### src/rtl/vram_console_writer_if.sv
// Byte-stream and VRAM write-port bundle for the console writer.
// The slave modport is the writer's side; master is the producer/VRAM side.
interface vram_console_writer_if;
    logic [7:0]  char_i;
    logic        char_valid_i;
    logic        char_ready_o;
    logic [11:0] vram_addr_o;
    logic [7:0]  vram_data_o;
    logic        vram_we_o;
    logic [7:0]  vram_data_i;
    logic [6:0]  cursor_x_o;
    logic [4:0]  cursor_y_o;
    logic        busy_o;

    modport slave (
        input  char_i,
        input  char_valid_i,
        output char_ready_o,
        output vram_addr_o,
        output vram_data_o,
        output vram_we_o,
        input  vram_data_i,
        output cursor_x_o,
        output cursor_y_o,
        output busy_o
    );

    modport master (
        output char_i,
        output char_valid_i,
        input  char_ready_o,
        input  vram_addr_o,
        input  vram_data_o,
        input  vram_we_o,
        output vram_data_i,
        input  cursor_x_o,
        input  cursor_y_o,
        input  busy_o
    );
endinterface

### src/rtl/vram_console_writer.sv
// Text console front end: turns a byte stream into VRAM writes, tracks the
// cursor, and scrolls/clears the screen by walking VRAM one cell per step.
module vram_console_writer #(
    parameter int unsigned COLS = 80,
    parameter int unsigned ROWS = 30
) (
    input  logic                 clk_i,
    input  logic                 reset_n_i,
    vram_console_writer_if.slave con
);

    typedef enum logic [2:0] {
        StIdle, StPut, StScrollRd, StScrollWr, StClrRow, StClrAll
    } state_e;

    localparam logic [6:0] LastCol       = 7'(COLS - 1);
    localparam logic [4:0] LastRow       = 5'(ROWS - 1);
    localparam logic [4:0] ScrollLastRow = 5'(ROWS - 2);
    localparam logic [7:0] Space         = 8'h20;

    state_e      st_q, st_d;
    logic [6:0]  cx_q, cx_d;
    logic [4:0]  cy_q, cy_d;
    logic [6:0]  col_q, col_d;
    logic [4:0]  row_q, row_d;
    logic [11:0] addr_q, addr_d;
    logic [7:0]  data_q, data_d;
    logic        we_q, we_d;
    logic        ready_q, ready_d;
    logic        scroll_q, scroll_d;

    logic        accept;
    logic        do_lf;
    logic [7:0]  tab_x;

    assign accept = con.char_valid_i && ready_q;
    assign tab_x  = ({1'b0, cx_q} | 8'h07) + 8'd1;

    // Next-state, cursor and registered VRAM port values.
    always_comb begin
        st_d     = st_q;
        cx_d     = cx_q;
        cy_d     = cy_q;
        col_d    = col_q;
        row_d    = row_q;
        addr_d   = addr_q;
        data_d   = data_q;
        we_d     = 1'b0;
        scroll_d = scroll_q;
        do_lf    = 1'b0;

        unique case (st_q)
            StIdle: begin
                if (accept) begin
                    if (con.char_i >= 8'h20 && con.char_i != 8'h7F) begin
                        st_d   = StPut;
                        addr_d = {cy_q, cx_q};
                        data_d = con.char_i;
                        we_d   = 1'b1;
                        if (cx_q == LastCol) begin
                            cx_d = 7'd0;
                            // Bottom-right wrap: keep the row, scroll after the write.
                            if (cy_q == LastRow) scroll_d = 1'b1;
                            else                 cy_d = cy_q + 5'd1;
                        end else begin
                            cx_d = cx_q + 7'd1;
                        end
                    end else begin
                        case (con.char_i)
                            8'h0A: do_lf = 1'b1;
                            8'h0D: cx_d = 7'd0;
                            8'h08: begin
                                if (cx_q != 7'd0) begin
                                    st_d   = StPut;
                                    cx_d   = cx_q - 7'd1;
                                    addr_d = {cy_q, cx_q - 7'd1};
                                    data_d = Space;
                                    we_d   = 1'b1;
                                end
                            end
                            8'h09: begin
                                if (tab_x >= 8'(COLS)) do_lf = 1'b1;
                                else                   cx_d = tab_x[6:0];
                            end
                            8'h0C: begin
                                st_d   = StClrAll;
                                cx_d   = 7'd0;
                                cy_d   = 5'd0;
                                row_d  = 5'd0;
                                col_d  = 7'd0;
                                addr_d = 12'd0;
                                data_d = Space;
                                we_d   = 1'b1;
                            end
                            default: ;
                        endcase
                        if (do_lf) begin
                            cx_d = 7'd0;
                            if (cy_q == LastRow) begin
                                st_d   = StScrollRd;
                                row_d  = 5'd0;
                                col_d  = 7'd0;
                                addr_d = {5'd1, 7'd0};
                            end else begin
                                cy_d = cy_q + 5'd1;
                            end
                        end
                    end
                end
            end
            StPut: begin
                if (scroll_q) begin
                    scroll_d = 1'b0;
                    st_d     = StScrollRd;
                    row_d    = 5'd0;
                    col_d    = 7'd0;
                    addr_d   = {5'd1, 7'd0};
                end else begin
                    st_d = StIdle;
                end
            end
            StScrollRd: begin
                st_d   = StScrollWr;
                addr_d = {row_q, col_q};
                we_d   = 1'b1;
            end
            StScrollWr: begin
                if (col_q == LastCol) begin
                    col_d = 7'd0;
                    if (row_q == ScrollLastRow) begin
                        st_d   = StClrRow;
                        addr_d = {LastRow, 7'd0};
                        data_d = Space;
                        we_d   = 1'b1;
                    end else begin
                        st_d   = StScrollRd;
                        row_d  = row_q + 5'd1;
                        addr_d = {row_q + 5'd2, 7'd0};
                    end
                end else begin
                    st_d   = StScrollRd;
                    col_d  = col_q + 7'd1;
                    addr_d = {row_q + 5'd1, col_q + 7'd1};
                end
            end
            StClrRow: begin
                if (col_q == LastCol) begin
                    st_d = StIdle;
                end else begin
                    col_d  = col_q + 7'd1;
                    addr_d = {LastRow, col_q + 7'd1};
                    we_d   = 1'b1;
                end
            end
            StClrAll: begin
                if (col_q == LastCol) begin
                    col_d = 7'd0;
                    if (row_q == LastRow) begin
                        st_d = StIdle;
                    end else begin
                        row_d  = row_q + 5'd1;
                        addr_d = {row_q + 5'd1, 7'd0};
                        we_d   = 1'b1;
                    end
                end else begin
                    col_d  = col_q + 7'd1;
                    addr_d = {row_q, col_q + 7'd1};
                    we_d   = 1'b1;
                end
            end
            default: st_d = StIdle;
        endcase

        // Ready drops for one cycle after every accepted byte.
        ready_d = (st_d == StIdle) && !accept;
    end

    // State and registered outputs.
    always_ff @(posedge clk_i or negedge reset_n_i) begin
        if (!reset_n_i) begin
            st_q     <= StIdle;
            cx_q     <= 7'd0;
            cy_q     <= 5'd0;
            col_q    <= 7'd0;
            row_q    <= 5'd0;
            addr_q   <= 12'd0;
            data_q   <= 8'd0;
            we_q     <= 1'b0;
            ready_q  <= 1'b0;
            scroll_q <= 1'b0;
        end else begin
            st_q     <= st_d;
            cx_q     <= cx_d;
            cy_q     <= cy_d;
            col_q    <= col_d;
            row_q    <= row_d;
            addr_q   <= addr_d;
            data_q   <= data_d;
            we_q     <= we_d;
            ready_q  <= ready_d;
            scroll_q <= scroll_d;
        end
    end

    assign con.char_ready_o = ready_q;
    assign con.vram_addr_o  = addr_q;
    assign con.vram_we_o    = we_q;
    // Scroll copies read data straight through in the write cycle.
    assign con.vram_data_o  = (st_q == StScrollWr) ? con.vram_data_i : data_q;
    assign con.cursor_x_o   = cx_q;
    assign con.cursor_y_o   = cy_q;
    assign con.busy_o       = (st_q != StIdle);

endmodule
### src/flat_wrapper.sv
// flat-port wrapper written by rule: the top's interface ports become plain ports
module vram_console_writer_flat 
#(
    parameter int unsigned COLS = 80,
    parameter int unsigned ROWS = 30
)
  (clk_i, reset_n_i, con_char_i, con_char_valid_i, con_char_ready_o, con_vram_addr_o, con_vram_data_o, con_vram_we_o, con_vram_data_i, con_cursor_x_o, con_cursor_y_o, con_busy_o);
  vram_console_writer_if con_i ();
  input  logic clk_i;
  input  logic reset_n_i;
  input wire logic [$bits(con_i.char_i)-1:0] con_char_i;
  input wire logic [$bits(con_i.char_valid_i)-1:0] con_char_valid_i;
  output wire logic [$bits(con_i.char_ready_o)-1:0] con_char_ready_o;
  output wire logic [$bits(con_i.vram_addr_o)-1:0] con_vram_addr_o;
  output wire logic [$bits(con_i.vram_data_o)-1:0] con_vram_data_o;
  output wire logic [$bits(con_i.vram_we_o)-1:0] con_vram_we_o;
  input wire logic [$bits(con_i.vram_data_i)-1:0] con_vram_data_i;
  output wire logic [$bits(con_i.cursor_x_o)-1:0] con_cursor_x_o;
  output wire logic [$bits(con_i.cursor_y_o)-1:0] con_cursor_y_o;
  output wire logic [$bits(con_i.busy_o)-1:0] con_busy_o;
  assign con_i.char_i = con_char_i;
  assign con_i.char_valid_i = con_char_valid_i;
  assign con_char_ready_o = con_i.char_ready_o;
  assign con_vram_addr_o = con_i.vram_addr_o;
  assign con_vram_data_o = con_i.vram_data_o;
  assign con_vram_we_o = con_i.vram_we_o;
  assign con_i.vram_data_i = con_vram_data_i;
  assign con_cursor_x_o = con_i.cursor_x_o;
  assign con_cursor_y_o = con_i.cursor_y_o;
  assign con_busy_o = con_i.busy_o;
  vram_console_writer #(.COLS(COLS), .ROWS(ROWS)) u_core (.clk_i(clk_i), .reset_n_i(reset_n_i), .con(con_i));
endmodule
### config.mk
export PLATFORM = sky130hd
export DESIGN_NAME = vram_console_writer_flat
export DESIGN_NICKNAME = d
export VERILOG_FILES = /design/src/rtl/vram_console_writer_if.sv /design/src/rtl/vram_console_writer.sv /design/src/flat_wrapper.sv
export SDC_FILE = /design/constraint.sdc
export NUM_CORES = 1
export LEC_CHECK = 0
export BUFFER_PORTS_ARGS = -buffer_cell sky130_fd_sc_hd__buf_2
export CAP_MARGIN = 20
export CORE_MARGIN = 2
export CORE_UTILIZATION = 53
export DETAILED_ROUTE_END_ITERATION = 12
export GPL_TIMING_DRIVEN = 0
export HOLD_SLACK_MARGIN = 0.15
export PLACE_DENSITY = 0.85
export SYNTH_ARGS = -nofsm -noshare
export SYNTH_HDL_FRONTEND = slang
export SYNTH_SLANG_ARGS = --single-unit
### constraint.sdc
create_clock -name clk_i -period 2.3 [get_ports clk_i]
set_clock_uncertainty 0.05 [all_clocks]
set_input_delay 0 -clock clk_i [delete_from_list [all_inputs] [get_ports clk_i]]
set_output_delay 0 -clock clk_i [all_outputs]
set_load 0.02 [all_outputs]
Word-level counts from Yosys, hierarchy flattened:

Index checks and enable logic that the tools add are counted.

* input bits: 19
* bits in registers: 50
* output and inout port bits: 35

* add/sub/neg operators: 7
* magnitude comparators: 2
* muxes and demuxes: 86
* reductions and logical operators: 23
* equal/unequal tests: 35

Operators with widths (count)
* $mux W12: 11
* $mux W7: 13
* $mux W5: 16
* $pmux W12 S6: 1
* $mux W8: 6
* $eq A8 B4 Y1 const B: 5
* $pmux W8 S2: 2
* $mux W3: 10
* $pmux W7 S4: 1
* $pmux W12 S2: 1
* $pmux W7 S3: 1
* $pmux W5 S4: 1
* $reduce_and A5 Y1: 4
* $pmux W3 S6: 1
* $mux W1: 16
* $ne A2 B1 Y1 const B: 8
* $eq A5 B5 Y1 const B: 3
* $add A7 B1 Y7 const B: 2
* $eq A7 B7 Y1 const B: 2
* $ne A2 B2 Y1 const B: 6
* $add A5 B1 Y5 const B: 2
* $add A7 B1 Y8 const B: 1
* $ge A8 B6 Y1 const B: 1
* $ge A8 B7 Y1 const B: 1
* other kinds (27): 38

Longest topological paths before layout:

Gate-level depths: netlist of the first run.

* depth after elaboration: 13
* mapped depth: 9
* depth with buffers taken out: 8

Worst setup path after synthesis of the first run:

OpenSTA, ideal clock, no wires.

* path type: register to register
* start point: register u_core.cx_q[4], in the netlist u_core.con.cursor_x_o[4]
* end point: register u_core.cx_q[3], in the netlist u_core.con.cursor_x_o[3]
* path slack: -0.062 ns
* path buffers: 1
* cell stages (with the launch flop): 9
* arrival: 2.226 ns
* data required time: 2.163 ns
* cell sequence: dfrtp_1 clkbuf_1 inv_1 ha_1 o21ai_0 o21ai_1 and2_1 or4_1 o211ai_1

* cells in the longest elaborated chain, start to end: 9

RTL lines
* from (decl): RTL line vram_console_writer.sv:22 `logic [6:0] cx_q, cx_d;`
* from (signal assigned): RTL line vram_console_writer.sv:182 `cx_q <= 7'd0;`
* from (signal assigned): RTL line vram_console_writer.sv:193 `cx_q <= cx_d;`
* $add A7 B1 Y8: RTL line vram_console_writer.sv:37 `assign tab_x = ({1'b0, cx_q} | 8'h07) + 8'd1;`
* $ge A8 B7 Y1: RTL line vram_console_writer.sv:82 `if (tab_x >= 8'(COLS)) do_lf = 1'b1;`
* $mux W1: RTL line vram_console_writer.sv:82
* $pmux W1 S2: RTL line vram_console_writer.sv:69 `case (con.char_i)`
* $mux W1: RTL line vram_console_writer.sv:55 `if (con.char_i >= 8'h20 && con.char_i != 8'h7F) begin`
* $mux W1: RTL line vram_console_writer.sv:54 `if (accept) begin`
* $mux W1: RTL line vram_console_writer.sv:52 `unique case (st_q)`
* $ne A4 B3 Y1 (no line) (tied with other cells)
* $reduce_and A5 Y1 (no line) / $mux W7 (equally long branches)

Parallel ways exist; a longest one is shown, timed or not. The select of a mux whose other input is x is not followed.
A chain may end at the register's enable or synchronous reset.

Worst setup path in the final report of the first run:

* start point: register u_core.cx_q[3], in the netlist u_core.con.cursor_x_o[3]
* end point: register u_core.row_q[4]

* cells in the longest elaborated chain, start to end: 11

RTL lines
* $add A7 B1 Y8: RTL line vram_console_writer.sv:37
* $ge A8 B7 Y1: RTL line vram_console_writer.sv:82
* $mux W1: RTL line vram_console_writer.sv:82
* $pmux W1 S2: RTL line vram_console_writer.sv:69
* $mux W1: RTL line vram_console_writer.sv:55
* $mux W1: RTL line vram_console_writer.sv:54
* $mux W1: RTL line vram_console_writer.sv:52
* $mux W5: RTL line vram_console_writer.sv:97 `if (do_lf) begin`
* $mux W5: RTL line vram_console_writer.sv:55
* $mux W5: RTL line vram_console_writer.sv:54
* $pmux W5 S4: RTL line vram_console_writer.sv:52
* to (signal assigned): RTL line vram_console_writer.sv:196 `row_q <= row_d;`
* to (decl): RTL line vram_console_writer.sv:25 `logic [4:0] row_q, row_d;`

No other way between the ends. The select of a mux whose other input is x is not followed.

==> results of run 1 <==
-- layer usage --
metal | vias to the layer above | GRT usage [%] | routed length (um)
met5 | - | 0 | 0
met2 | 321 | 52.9 | 6370
met4 | 0 | 7.83 | 358
li1 | 2142 | - | -
met3 | 46 | 4.07 | 1350
met1 | 2221 | 47.4 | 5930
-- synth_stat cells, types with 8 or more instances --
| master | n |
|---|---|
| nor2_1 | 40 |
| a21o_1 | 9 |
| nor3_1 | 21 |
| nor2b_1 | 8 |
| a21oi_1 | 34 |
| nand3_1 | 27 |
| nand2b_1 | 11 |
| a22o_1 | 8 |
| nand4_1 | 9 |
| o211ai_1 | 10 |
| inv_1 | 19 |
| buf_2 | 10 |
| nand2_1 | 73 |
| o21ai_0 | 43 |
| ha_1 | 12 |
| clkbuf_1 | 19 |
| o21ai_1 | 8 |
| dfrtp_1 | 50 |
| a31oi_1 | 9 |
-- area by class of cell --
type | instances | share of cell area (%)
plain buffers | 31 | 3.88
clock buffers | 5 | 1.33
inverters | 19 | 1.53
well taps | 99 | 2.40
clock inverters | 3 | 0.848
multi-input cells | 428 | 54.7
flip-flops and latches | 50 | 24.4
repair buffers | 86 | 10.9
-- power groups by stage --
stage	clock network (mW)	logic, mW	registers [mW]
finish	0.675	0.129	0.878
global route	0.701	0.139	0.878
CTS	0.665	0.119	0.878
detailed placement	0	0.0983	0.896
global placement	0	0.0923	0.896
floorplan	0	0.0427	0.896
-- cell families after synthesis --
group / count (synthesis) / synth area share (%)
flip-flops: 50 / 30.9
XOR/XNOR: 7 / 1.51
multiplexers: 6 / 1.67
adder cells (fa/ha/maj): 12 / 3.71
buffers and inverters: 51 / 5.31
AND/OR/NAND/NOR: 225 / 27.5
AO/OA/AOI/OAI: 178 / 29.4
-- sequential cells by signal (all words and copies together), names as in the netlist --
register                 count
u_core.col_q                 7
u_core.con.char_ready_o      1
u_core.con.cursor_x_o        7
u_core.con.cursor_y_o        5
u_core.con.vram_addr_o      12
u_core.con.vram_we_o         1
u_core.data_q                8
u_core.row_q                 5
u_core.scroll_q              1
u_core.st_q                  3
-- critical path, stage by stage (launching register included) --
cell	delay (ns)
dfrtp_1	0.41
buf_6	0.17
clkinvlp_4	0.13
ha_4	0.30
o21ai_4	0.06
o21ai_4	0.25
buf_4	0.16
a21boi_2	0.07
a21o_1	0.24
a211o_1	0.31
-- worst paths after layout --
check | from | depth (start not counted) | slack, ns | to
setup / recovery | u_core.con.cursor_x_o[3] | 9 | 0.002 | u_core.row_q[4]
hold / removal | reset_n_i | 3 | 0.12 | u_core.data_q[1]
setup reg to reg | u_core.con.cursor_x_o[3] | 9 | 0.002 | u_core.row_q[4]
hold reg to reg | u_core.data_q[4] | 1 | 0.47 | u_core.data_q[4]
max in group asynchronous | reset_n_i | 3 | 1.15 | u_core.col_q[4]
min in group clk_i | con_char_i[2] | 5 | 0.19 | u_core.con.cursor_x_o[6]
-- per-stage QoR --
stage	instances	hold slack, ns	total power [mW]
final	721	0.121	1.68
after global routing	721	0.169	1.72
after CTS	708	0.161	1.66
after detailed placement	680	-0.139	0.994
after global placement	679	0.224	0.988
after floorplan	529	-0.346	0.939
-- repair_timing --
| action | in CTS | in global routing |
|---|---|---|
| hold buffers | 13 | 0 |
| cloned | 1 | 1 |
| gates resized for setup | 40 | 55 |
| hold endpoints to repair | 61 | 0 |
| buffers inserted | 7 | 12 |
| endpoints found under the setup margin | 50 | 49 |
| pin swaps | 5 | 15 |
==> results.cfg, run 1 <==
[placed_design]
dp_slack_ns = -0.357
place_congestion = 0.996
placed_cell_area_um2 = 4450
io_buffers = 51
hpwl_um = 9570

[final_layout]
final_common_cell = nand2_1
seqCellArea_um2 = 1260
drive_above_1_share_pct = 26.0
final_cell_area_um2 = 5170
mostFrequentLayoutCells = nand2_1, buf_2, dfrtp_1, o21ai_0, nor2_1
antennaDiodeCount = 0
final_nets = 652
fin_util_pct = 70.5
fillCellCount = 611
multi_input_area_um2 = 2830
syn_to_final_growth_pct = 27.6

[cts]
clock_latency_ns = 0.33
cts_inserted_buffers = 5
ctsHtreeMaxLevel = 2
cts.sinks = 50
root_buffer = clkbuf_8
cts_max_path_buffers = 2
path_clk_slew_ns = 0.12
cts_tree = built

[route]
drc = 0
ant_nets = 0
vias = 4730
drtPass1Iterations = 6
finalWirelength_um = 14000
drt-initial-drc-count = 497
wl_per_cell_um = 19.4
via_per_inst = 6.56

[synthesis]
synth.top_cell.area_share_pct = 30.9
synth-seq-area-share_pct = 30.9
avgSynthCellArea_um2 = 7.66
yosysWarningCount = 0
ys.flop_type = dfrtp_1
post-synth-top-area-cell = dfrtp_1
synth_seq_cells = 50
synth_cell_types = 70
synth_nets = 560
synthesis.area_um2 = 4050
synth_edf_count = 0
netlist_instances = 529
synth_area_leaders = dfrtp_1, nand2_1, o21ai_0
synthArstFlopShare_pct = 100

[power]
p_comb_share_pct = 7.6
p_per_area_nw_per_um2 = 326
intPower_mw = 1.25
p_leak_nw = 2.23
vdd_drop_max_mv = 0.220
swShare_pct = 25.4
power_frac_clock_pct = 40.1
power.switching_mw = 0.428
power_frac_seq_pct = 52.2

[timing]
setup-tns-final_ns = 0
rsz0062_at_grt = yes
finalHoldViolCount = 0
post-route-period-util_pct = 99.9
worst_slack_ns = 0.00206
worst_slew_pin_slew_ns = 0.644
fmax_mhz = 435
fin_crit_ns = 2.30
max_slew_margin_pct = 56.6
finalSetupViolCount = 0
maxSlewViolCount = 0

[worst_setup_path]
path_max_fanout = 8
critPathArrivalTime_ns = 2.46
end_kind = flip-flop
cp.required_ns = 2.46
cp-start-kind = flip-flop
setup.worst_path.class = flip-flop to flip-flop

[global_routing]
grt_usage_pct = 33.0
grt_pass1_wl_um = 22200
antenna_found_initial = 0
overflow = 0
grt_pass1_vias = 4340
grt_max_degree = 40

[floorplan]
rows = 31
pin_count = 54
die_x_um = 91.4
initial_core_util_pct = 55.2
die_area_um2 = 8360
die_y_um = 91.4
core_area_um2 = 7330

[min_path]
hp-class = primary input to async pin

[run_status]
outcome = completed

[run]
drv_cap = 0
(Power assumes the default switching activity.)
==> run 2, diff against run 1 <==
CORE_UTILIZATION = 50   (was 53)
PLACE_DENSITY = 0.81   (was 0.85)
==> results.cfg, run 2 (synthesized netlist as in run 1, its figures left out) <==
[run_status]
outcome = finished with violations
violations = negative setup slack

[final_layout]
final_nets = 647
largest_register_ffs = 12
syn_to_final_growth_pct = 26.6
fin_cells = 719
drive_above_1_share_pct = 25.9
mostFrequentLayoutCells = nand2_1, buf_2, dfrtp_1, o21ai_0, nor2_1
final_common_cell = nand2_1
fillCellCount = 686
antennaDiodeCount = 0
final_cell_area_um2 = 5130

[worst_setup_path]
r2r_setup_slack_ns = -0.001
crit_top_cell = buf_6
endpoint = u_core.con.vram_addr_o[10]
timing.rr.end = u_core.con.vram_addr_o[10]
slowest_delay_ns = 0.59
critPathBufInv = 3
end_kind = flip-flop
setup.worst_path.class = flip-flop to flip-flop
path_max_fanout = 6
r2r-start = u_core.con.cursor_x_o[3]
crit_path_start = u_core.con.cursor_x_o[3]
r2r_cells = 8
cp-start-kind = flip-flop
crit_chain = buf_6, or4_4, o211ai_4, buf_6, buf_4, nand4_1, a21boi_1, o32a_1
cp.depth = 8
cp.required_ns = 2.51
critPathSlowestCell = or4_4
path_delay_family = simple AND/OR/NAND/NOR gates
critPathArrivalTime_ns = 2.51

[cts]
cts_inserted_buffers = 5
root_buffer = clkbuf_8
ctsHtreeMaxLevel = 2
cts_max_path_buffers = 2
clock_latency_ns = 0.31
path_clk_slew_ns = 0.11
cts.sinks = 50
cts_tree = built

[route]
finalWirelength_um = 14000
ant_nets = 0
wl_per_cell_um = 19.5
via_per_inst = 6.50
drtPass1Iterations = 6
vias = 4674
drc = 0
drt-initial-drc-count = 539

[timing]
worst_slew_pin_slew_ns = 0.662
rsz0062_at_grt = yes
maxSlewViolCount = 0
finalHoldViolCount = 0
fin_crit_ns = 2.30
fmax_mhz = 435
max_slew_margin_pct = 55.5
setup-tns-final_ns = -0.00118
post-route-period-util_pct = 100
worst_slack_ns = -0.00118
finalSetupViolCount = 1

[power]
power_mw = 1.66
vdd_drop_max_mv = 0.258
p_leak_nw = 2.19
p_per_area_nw_per_um2 = 324

[floorplan]
initial_core_util_pct = 51.9
rows = 32
die_area_um2 = 8840
pin_count = 54
core_area_um2 = 7810
die_x_um = 94
die_y_um = 94

[run]
drv_cap = 0

[placed_design]
hpwl_um = 9630
dp_slack_ns = -0.369
place_congestion = 1.02
io_buffers = 51
placed_cell_area_um2 = 4450
dpl.cell_count = 683

[global_routing]
grt_pass1_wl_um = 22200
grt_max_degree = 39
antenna_found_initial = 0
overflow = 0
grt_pass1_vias = 4366
grt_usage_pct = 31.9

[min_path]
hp-class = primary input to async pin
## run 2: cell count changes in the layout (fill, tap and decap cells not counted), moves of 2 or more
cell and delta:
clkbuf_8 +2, a21oi_2 +2, clkbuf_2 -2, nand3_2 -2, dlygate4sd3_1 -2, a21oi_1 -2, buf_8 -2, nand3_1 +2
buf_4 -3
## run 2: layout make-up
class                           instances  area [um^2]  area share, %
Buffer                                 31          196           3.83
Clock buffer                            6         72.6           1.42
Clock inverter                          2         37.5          0.732
Inverter                               19         78.8           1.54
Multi-Input combinational cell        428         2840           55.3
Sequential cell                        50         1260           24.5
Tap cell                              102          128           2.49
Timing Repair Buffer                   81          522           10.2
## run 2: where the power goes
part           internal, mW  total (mW)  switching, mW
Combinational        0.0452       0.124         0.0790
Sequential            0.878       0.878              0
Clock                 0.326       0.658          0.333
Total                  1.25        1.66          0.412
## run 2: worst min-delay path by stage
stage | startpoint | endpoint | cells after the start
6_report | reset_n_i | u_core.row_q[4] | 3
2_1_floorplan | reset_n_i | u_core.col_q[0] | 0
4_1_cts | reset_n_i | u_core.row_q[4] | 3
3_3_place_gp | reset_n_i | u_core.data_q[7] | 1
3_5_place_dp | reset_n_i | u_core.data_q[5] | 1
5_1_grt | reset_n_i | u_core.row_q[4] | 3
## run 2: worst reg2reg max path, cell delays in order, from the launching register on
cell and delay (ns):
dfrtp_1 0.41, buf_6 0.14, or4_4 0.59, o211ai_4 0.33
buf_6 0.17, buf_4 0.12, nand4_1 0.10, a21boi_1 0.18
o32a_1 0.15
## run 2: through the flow
stage / utilization (%) / hold WS, ns
after floorplan: - / -0.346
after global placement: 56.8 / 0.222
after detailed placement: 57.1 / -0.140
after CTS: 63.3 / 0.161
after global routing: 65.7 / 0.182
final: 65.7 / 0.148
## run 2: what timing repair did
item	4_1_cts	5_1_grt
pin swaps	4	11
cloned	2	0
hold buffers	11	0
endpoints found under the setup margin	51	51
resized for setup	46	48
setup buffers	13	3
endpoints found under the hold margin	60	0
## run 2: per-layer routing
layer	vias to the layer above	share of wire, %	global-route usage (%)
met2	304	46	49.5
met5	-	0	0
li1	2139	-	-
met3	35	11	5.22
met1	2196	41	45.4
met4	0	2.2	9.90
